--- config.mk ---
export PLATFORM = sky130hd
export DESIGN_NAME = conv_mac_20
export DESIGN_NICKNAME = d
export VERILOG_FILES = /design/src/rtl/conv_mac_20.sv
export SDC_FILE = /design/constraint.sdc
export NUM_CORES = 1
export LEC_CHECK = 0
export CAP_MARGIN = 20
export CORE_AREA = 2 2 163 205
export CTS_CLUSTER_SIZE = 24
export DETAILED_ROUTE_END_ITERATION = 10
export DIE_AREA = 0 0 165 207
export GPL_TIMING_DRIVEN = 0
export PLACE_DENSITY = 0.48
export SETUP_SLACK_MARGIN = 0.5
export SLEW_MARGIN = 10
export SYNTH_ARGS = -nofsm -noshare
export SYNTH_HDL_FRONTEND = slang
export SYNTH_SLANG_ARGS = --single-unit
--- constraint.sdc ---
create_clock -name ap_clk -period 8.45 [get_ports ap_clk]
set_input_delay 1.2675 -clock ap_clk [delete_from_list [all_inputs] [get_ports ap_clk]]
set_output_delay 1.2675 -clock ap_clk [all_outputs]
set_load 0.05 [all_outputs]
--- src/rtl/conv_mac_20.sv ---
// conv_mac_20 -- streaming signed dot-product engine for one convolution tap set.
//
// Pops a weight and an activation together, accumulates KERN_S signed
// products at full precision, then presents the saturated OUT_W-bit result
// on a FIFO-style write port until the downstream accepts it.
//
// Ports:
//   ap_clk           in   1        clock, all state updates on rising edge
//   ap_rst           in   1        synchronous active-high reset
//   weight_V_dout    in   COEFF_W  signed weight stream data
//   weight_V_empty_n in   1        weight stream has data
//   weight_V_read    out  1        weight pop strobe
//   input_V_dout     in   DATA_W   signed activation stream data
//   input_V_empty_n  in   1        activation stream has data
//   input_V_read     out  1        activation pop strobe
//   output_V_din     out  OUT_W    saturated dot-product result
//   output_V_full_n  in   1        downstream can accept
//   output_V_write   out  1        result valid / push strobe

`ifndef COEFF_WIDTH
`define COEFF_WIDTH 8
`endif
`ifndef KERN_S_20
`define KERN_S_20 4
`endif

module conv_mac_20 #(
  parameter int COEFF_W = `COEFF_WIDTH,
  parameter int DATA_W  = 16,
  parameter int KERN_S  = `KERN_S_20,
  parameter int OUT_W   = 16
) (
  input  logic               ap_clk,
  input  logic               ap_rst,
  input  logic [COEFF_W-1:0] weight_V_dout,
  input  logic               weight_V_empty_n,
  output logic               weight_V_read,
  input  logic [DATA_W-1:0]  input_V_dout,
  input  logic               input_V_empty_n,
  output logic               input_V_read,
  output logic [OUT_W-1:0]   output_V_din,
  input  logic               output_V_full_n,
  output logic               output_V_write
);

  localparam int ACC_W  = COEFF_W + DATA_W + $clog2(KERN_S) + 1;
  localparam int PROD_W = COEFF_W + DATA_W;
  localparam int CNT_W  = (KERN_S > 1) ? $clog2(KERN_S) : 1;
  // Wide enough to hold both the accumulator and the clamp bounds signed.
  localparam int EXT_W  = ACC_W + OUT_W;

  localparam logic [0:0] ST_ACC = 1'b0;
  localparam logic [0:0] ST_OUT = 1'b1;

  localparam logic [CNT_W-1:0] CNT_LAST = CNT_W'(KERN_S - 1);
  localparam logic [CNT_W-1:0] CNT_ONE  = CNT_W'(1);

  localparam logic signed [EXT_W-1:0] SAT_MAX =
    {{(EXT_W-OUT_W+1){1'b0}}, {(OUT_W-1){1'b1}}};
  localparam logic signed [EXT_W-1:0] SAT_MIN =
    {{(EXT_W-OUT_W+1){1'b1}}, {(OUT_W-1){1'b0}}};

  // Clamp a full-precision sum into the signed OUT_W range.
  function automatic logic [OUT_W-1:0] sat_fn(input logic signed [ACC_W-1:0] v);
    logic signed [EXT_W-1:0] v_ext;
    v_ext = {{(EXT_W-ACC_W){v[ACC_W-1]}}, v};
    if (v_ext > SAT_MAX) begin
      sat_fn = SAT_MAX[OUT_W-1:0];
    end else if (v_ext < SAT_MIN) begin
      sat_fn = SAT_MIN[OUT_W-1:0];
    end else begin
      sat_fn = v_ext[OUT_W-1:0];
    end
  endfunction

  logic [0:0]               state_q, state_d;
  logic [CNT_W-1:0]         cnt_q, cnt_d;
  logic signed [ACC_W-1:0]  acc_q, acc_d;
  logic [OUT_W-1:0]         dout_q, dout_d;

  logic                     pop_s;
  logic signed [PROD_W-1:0] w_ext_s, a_ext_s, prod_s;
  logic signed [ACC_W-1:0]  sum_s;

  // Both streams pop together, only in ACC and never while reset is held.
  assign pop_s = (state_q == ST_ACC) && weight_V_empty_n && input_V_empty_n && !ap_rst;
  assign weight_V_read = pop_s;
  assign input_V_read  = pop_s;

  // Operands are sign-extended to the product width so the multiply is exact.
  assign w_ext_s = {{DATA_W{weight_V_dout[COEFF_W-1]}}, weight_V_dout};
  assign a_ext_s = {{COEFF_W{input_V_dout[DATA_W-1]}}, input_V_dout};
  assign prod_s  = w_ext_s * a_ext_s;
  assign sum_s   = acc_q + {{(ACC_W-PROD_W){prod_s[PROD_W-1]}}, prod_s};

  assign output_V_din   = dout_q;
  assign output_V_write = (state_q == ST_OUT);

  // Next-state logic for the ACC/OUT window sequencer.
  always_comb begin
    state_d = state_q;
    cnt_d   = cnt_q;
    acc_d   = acc_q;
    dout_d  = dout_q;
    case (state_q)
      ST_ACC: begin
        if (pop_s) begin
          if (cnt_q == CNT_LAST) begin
            // Final pair folds straight into the result register.
            dout_d  = sat_fn(sum_s);
            acc_d   = sum_s;
            cnt_d   = '0;
            state_d = ST_OUT;
          end else begin
            acc_d   = sum_s;
            cnt_d   = cnt_q + CNT_ONE;
            state_d = ST_ACC;
          end
        end else begin
          // Starved: hold everything.
          acc_d   = acc_q;
          cnt_d   = cnt_q;
          state_d = ST_ACC;
        end
      end
      ST_OUT: begin
        if (output_V_full_n) begin
          acc_d   = '0;
          state_d = ST_ACC;
        end else begin
          state_d = ST_OUT;
        end
      end
      default: begin
        state_d = ST_ACC;
        cnt_d   = '0;
        acc_d   = '0;
        dout_d  = '0;
      end
    endcase
  end

  // State registers with synchronous reset.
  always_ff @(posedge ap_clk) begin
    if (ap_rst) begin
      state_q <= ST_ACC;
      cnt_q   <= '0;
      acc_q   <= '0;
      dout_q  <= '0;
    end else begin
      state_q <= state_d;
      cnt_q   <= cnt_d;
      acc_q   <= acc_d;
      dout_q  <= dout_d;
    end
  end

endmodule

=== After elaboration in Yosys (flattened, before gate mapping) ===
Index checks and enable logic that the tools add are counted.

* Bits in registers: 46
* Bits of input ports: 29
* Output and inout bits: 19
* Logic and storage cells: 30

* $add $sub $neg: 2
* $mul: 1
* Order comparisons: 2
* Eq/ne operators: 3
* Multiplexer cells: 10
* Bitwise gates (word level): 1
* Reduce and logical (&&, ||, !) cells: 7

{| class="wikitable"
|+ Operators by type and width
! operator !! number
|-
| $mux 27 || 2
|-
| $pmux 27 s2 || 1
|-
| $mux 16 || 2
|-
| $add 27x27->27 || 1
|-
| $gt 27x16->1 const B || 1
|-
| $lt 27x16->1 const B || 1
|-
| $mul 8x16->24 || 1
|-
| $ne 2x2->1 const B || 2
|-
| $reduce_and 2->1 || 2
|-
| $logic_and 1x1->1 || 3
|-
| $mux 1 || 3
|-
| $reduce_and 3->1 || 1
|-
| $add 2x1->2 const B || 1
|-
| $eq 2x2->1 const B || 1
|-
| $mux 2 || 1
|-
| $pmux 1 s2 || 1
|-
| $logic_not 1->1 || 1
|-
| $not 1->1 || 1
|}

=== Logic depth before layout (Yosys ltp) ===
* Word-level depth: 6
* Gate-level depth with buffers: 31
* Mapped depth without buffers: 29

=== Worst setup path after synthesis ===
Ideal clock, no wire load.

* Path type: input port to flip-flop
* From: input port weight_V_dout[7]
* To: register dout_q[14], in the netlist output_V_din[14]
* Library setup time: 114 ps
* Arrival time: 7744 ps
* Data required time: 8336 ps
* Slack: 591 ps
* Cell stages on the path: 27
* Buffers on the path: 2
* Cell sequence: inv_1 buf_1 nor2_1 fa_1 inv_1 fa_1 fa_1 fa_1 inv_1 ha_1 and3_1 and3_1 o211ai_1 nand2_1 a221oi_2 o21ai_1 xnor2_2 ha_1 a21o_1 or2_2 o311ai_0 nor3b_2 nor4b_1 and4bb_1 a22oi_4 buf_6 o2bb2ai_2

* Longest elaborated chain between the ends: 5
* Elaborated cells between the ends (all ways): 6
* Classes of those cells: add/sub: 1; mul: 1; order compare: 2; mux: 2

{| class="wikitable"
|+ Ends and longest elaborated chain
! item !! line !! source
|-
| start: declaration || 35 || <nowiki>input logic [COEFF_W-1:0] weight_V_dout,</nowiki>
|-
| $mul 8x16->24 * || 93 || <nowiki>assign prod_s = w_ext_s * a_ext_s;</nowiki>
|-
| $add 27x27->27 * || 94 || <nowiki>assign sum_s = acc_q + {{(ACC_W-PROD_W){prod_s[PROD_W-1]}}, prod_s};</nowiki>
|-
| $lt 27x16->1 || 69 || <nowiki>end else if (v_ext < SAT_MIN) begin</nowiki>
|-
| $mux 16 || 69 ||
|-
| $mux 16 * || 67 || <nowiki>if (v_ext > SAT_MAX) begin</nowiki>
|-
| end signal: assignment || 154 || <nowiki>dout_q <= dout_d;</nowiki>
|-
| end: declaration || 79 || <nowiki>logic [OUT_W-1:0] dout_q, dout_d;</nowiki>
|}

Every way passes the cells marked *; elsewhere a longest branch is shown, timed or not.
A chain may end at the register's enable or synchronous reset.

=== Final worst setup path ===
* From: input port input_V_dout[9]
* To: register dout_q[11], in the netlist output_V_din[11]

* Longest elaborated chain between the ends: 5
* Elaborated cells between the ends (all ways): 6
* Classes of those cells: add/sub: 1; mul: 1; order compare: 2; mux: 2

{| class="wikitable"
|+ Ends and longest elaborated chain
! item !! line !! source
|-
| start: declaration || 38 || <nowiki>input logic [DATA_W-1:0] input_V_dout,</nowiki>
|-
| $mul 8x16->24 * || 93 ||
|-
| $add 27x27->27 * || 94 ||
|-
| $lt 27x16->1 || 69 ||
|-
| $mux 16 || 69 ||
|-
| $mux 16 * || 67 ||
|}

Marks and branches as above.

==> results.cfg <==
[routing]
avgRoutedWirePerCell_um = 14.66
via_per_inst = 4.548
ant_nets = 0
wl_um = 21120
route.detailed.drc = 0
drt_pass1_iterations = 4
num_vias = 6553
detailedRoute.firstIterationViolations = 253

[global_route]
busiest_layer = met2
grt_start_max_net_pins = 17
wire_length_of_the_first_global_routing_pass_um = 33850
grt_pass1_vias = 6632
antenna_found_initial = 0
groute.layer.met1.usage = 0.1423
grt.total_usage = 0.1239
grt_util_met3 = 0.01241
grt.overflow.total = 0
groute.layer.met2.usage = 0.2424

[place]
gp_congestion = 0.8355
buffer_ports.inserted = 46
detailed_place_hpwl_um = 16880
dpl_cell_area_mm2 = 0.008907
place_worst_setup_slack_ns = -1.015

[worst_setup_path]
timing.critical_path.slowest_cell_delay_ns = 0.56
crit_required_ns = 8.66
crit_arrival_ns = 7.93
crit_path_top_delay_cell = sky130_fd_sc_hd__fa_1
critPathLaunchType = primary input
timing.critical_path.fanout_max = 8
crit_path_end_kind = flop
setup.reg_to_reg.worst_slack_ns = 4.69
worst-setup-path-type = in -> reg

[synth]
synth.lib_cells_used.distinct = 72
synth_ff_type = sky130_fd_sc_hd__dfxtp_1
yosysTopAreaCellShare = 0.2628
synth_most_common_cell = sky130_fd_sc_hd__inv_1
synthesis.area_mm2 = 0.007924
synth-seq-cells = 46
seq_area_frac_synth = 0.1162
synth_top_cell_by_area = sky130_fd_sc_hd__fa_1
mappedNetlistNets = 1128
synth.avg_cell_area_um2 = 8.622
synth.cells.most_frequent = sky130_fd_sc_hd__inv_1, sky130_fd_sc_hd__fa_1, sky130_fd_sc_hd__nor2_1
synth_cells = 919
async_flop_share = 0
synth_enable_flop_cells = 0
yosys_warnings = 0
synth.top_cells.by_area = sky130_fd_sc_hd__fa_1, sky130_fd_sc_hd__ha_1, sky130_fd_sc_hd__dfxtp_1

[sta]
max_freq_mhz = 129.6
maxSlewViolCount = 0
post-route-min-period_ns = 7.718
setup_ws_ns = 0.7324
min_period_over_period = 0.9133
timing.clock.skew_ns = 0.009221
timing_hold_violations_final = 0
slew_headroom = 0.5257
finalSetupViolCount = 0
setup_tns_ns = 0
setup_repair_after_global_routing_missed_its_margin = yes
worstMarginPinSlew_ns = 0.7115

[clocking]
clock_latency_ns = 0.31
htreeDepth = 2
tritoncts_num_sinks = 46
clk_path_buf_depth = 2
tritoncts_clock_tree = yes
cts-root-buf = sky130_fd_sc_hd__clkbuf_16
post_cts_hold_buffer_count = 0
path_clk_slew_ns = 0.08
num_cts_buffers = 5

[die]
die_width_um = 165
initial_utilization = 0.2452
placement_rows = 74
core-area_mm2 = 0.03231
die_y_um = 207
ioPinCount = 48
fp.dieArea_mm2 = 0.03416

[cells_and_area]
syn2layout_area_growth_pct = 26.54
antenna_cell_count = 0
post-route-cell-area_mm2 = 0.01003
layout.nets = 1231
num-fill-cells = 3369
finalCoreUtilization = 0.3103
register_area_um2 = 920.9
final_layout_size_suffix_gt1_frac = 0.2014
multi_input_area_mm2 = 0.006768

[outcome]
run_status = completed

[hold_path]
hold_class = reg -> reg

[run]
number_of_max_cap_violations = 0
## through the flow
stage	hold WS [ns]	std cells
floorplan	0.4461	919
global placement	0.4574	1383
CTS	0.4797	1414
finish	0.4763	1441
detailed placement	0.4685	1383
global route	0.5024	1441
## cell usage in the layout, fill, tap and decap left out, types with 5 or more instances in the layout
master and count:
sky130_fd_sc_hd__a211oi_2 5, sky130_fd_sc_hd__a21o_1 18, sky130_fd_sc_hd__a21oi_1 31, sky130_fd_sc_hd__a21oi_2 6
sky130_fd_sc_hd__a22oi_1 24, sky130_fd_sc_hd__and2_1 82, sky130_fd_sc_hd__and2_4 8, sky130_fd_sc_hd__and3_1 5
sky130_fd_sc_hd__buf_2 13, sky130_fd_sc_hd__buf_4 46, sky130_fd_sc_hd__buf_6 7, sky130_fd_sc_hd__buf_8 9
sky130_fd_sc_hd__clkbuf_1 11, sky130_fd_sc_hd__clkbuf_16 7, sky130_fd_sc_hd__clkdlybuf4s50_1 22, sky130_fd_sc_hd__dfxtp_1 46
sky130_fd_sc_hd__fa_1 94, sky130_fd_sc_hd__fa_2 10, sky130_fd_sc_hd__ha_1 59, sky130_fd_sc_hd__ha_2 6
sky130_fd_sc_hd__ha_4 11, sky130_fd_sc_hd__inv_1 135, sky130_fd_sc_hd__inv_2 6, sky130_fd_sc_hd__nand2_1 66
sky130_fd_sc_hd__nand2b_1 7, sky130_fd_sc_hd__nand3_1 6, sky130_fd_sc_hd__nor2_1 88, sky130_fd_sc_hd__nor3_1 7
sky130_fd_sc_hd__o21ai_0 11, sky130_fd_sc_hd__o21ai_1 8, sky130_fd_sc_hd__o21bai_1 6, sky130_fd_sc_hd__o2bb2ai_1 5
sky130_fd_sc_hd__o2bb2ai_2 10, sky130_fd_sc_hd__xnor2_1 25, sky130_fd_sc_hd__xnor2_2 5, sky130_fd_sc_hd__xor2_1 7
## sequential cells by signal, summed over array words and instances, names as in the netlist
| signal | count |
|---|---|
| acc_q | 27 |
| cnt_q | 2 |
| output_V_din | 16 |
| output_V_write | 1 |
## final timing paths
kind / from / endpoint / cells after the start
worst min-delay path: output_V_din[15] / output_V_din[15] / 2
worst min register to register: output_V_din[15] / output_V_din[15] / 2
worst max-delay path: input_V_dout[9] / output_V_din[11] / 29
worst max register to register: acc_q[0] / output_V_din[11] / 14
## critical path: cells and delay by family
kind | cells | cell delay, ns
adder cells (fa/ha/maj) | 6 | 2.63
buffers and inverters | 5 | 0.67
AND/OR/NAND/NOR | 7 | 1.25
XOR/XNOR | 1 | 0.14
AO/OA/AOI/OAI | 10 | 1.93
## timing repair
item	in CTS	in global routing
gates cloned	1	2
gates resized for setup	137	117
setup buffers	22	25
endpoints found under the setup margin	25	17
pin swaps	40	59
## final cells by class
cell class | count | share of cell area
inverter | 142 | 0.05341
multi-input combinational | 703 | 0.6749
tap | 418 | 0.05216
buffer | 28 | 0.02371
clock inverter | 3 | 0.004866
timing repair buffer | 96 | 0.08660
sequential | 46 | 0.09184
clock buffer | 5 | 0.01248
## metal layers
| layer | vias to the layer above | part of all wire |
|---|---|---|
| met3 | 16 | 0.011 |
| met5 | - | 0 |
| met4 | 0 | 0.014 |
| met1 | 3268 | 0.40 |
| met2 | 46 | 0.57 |
| li1 | 3223 | - |
## logic make-up after synthesis
family / Yosys count / share of synthesized area
multiplexers: 1 / 0.001263
AND/OR/NAND/NOR: 312 / 0.1985
adder cells (fa/ha/maj): 180 / 0.3828
XOR/XNOR: 39 / 0.04595
AO/OA/AOI/OAI: 171 / 0.1710
buffers and inverters: 170 / 0.08432
flip-flops: 46 / 0.1162
Power is not shown: default switching activity piles up to over one toggle a cycle in this logic, so the estimate is an artifact.
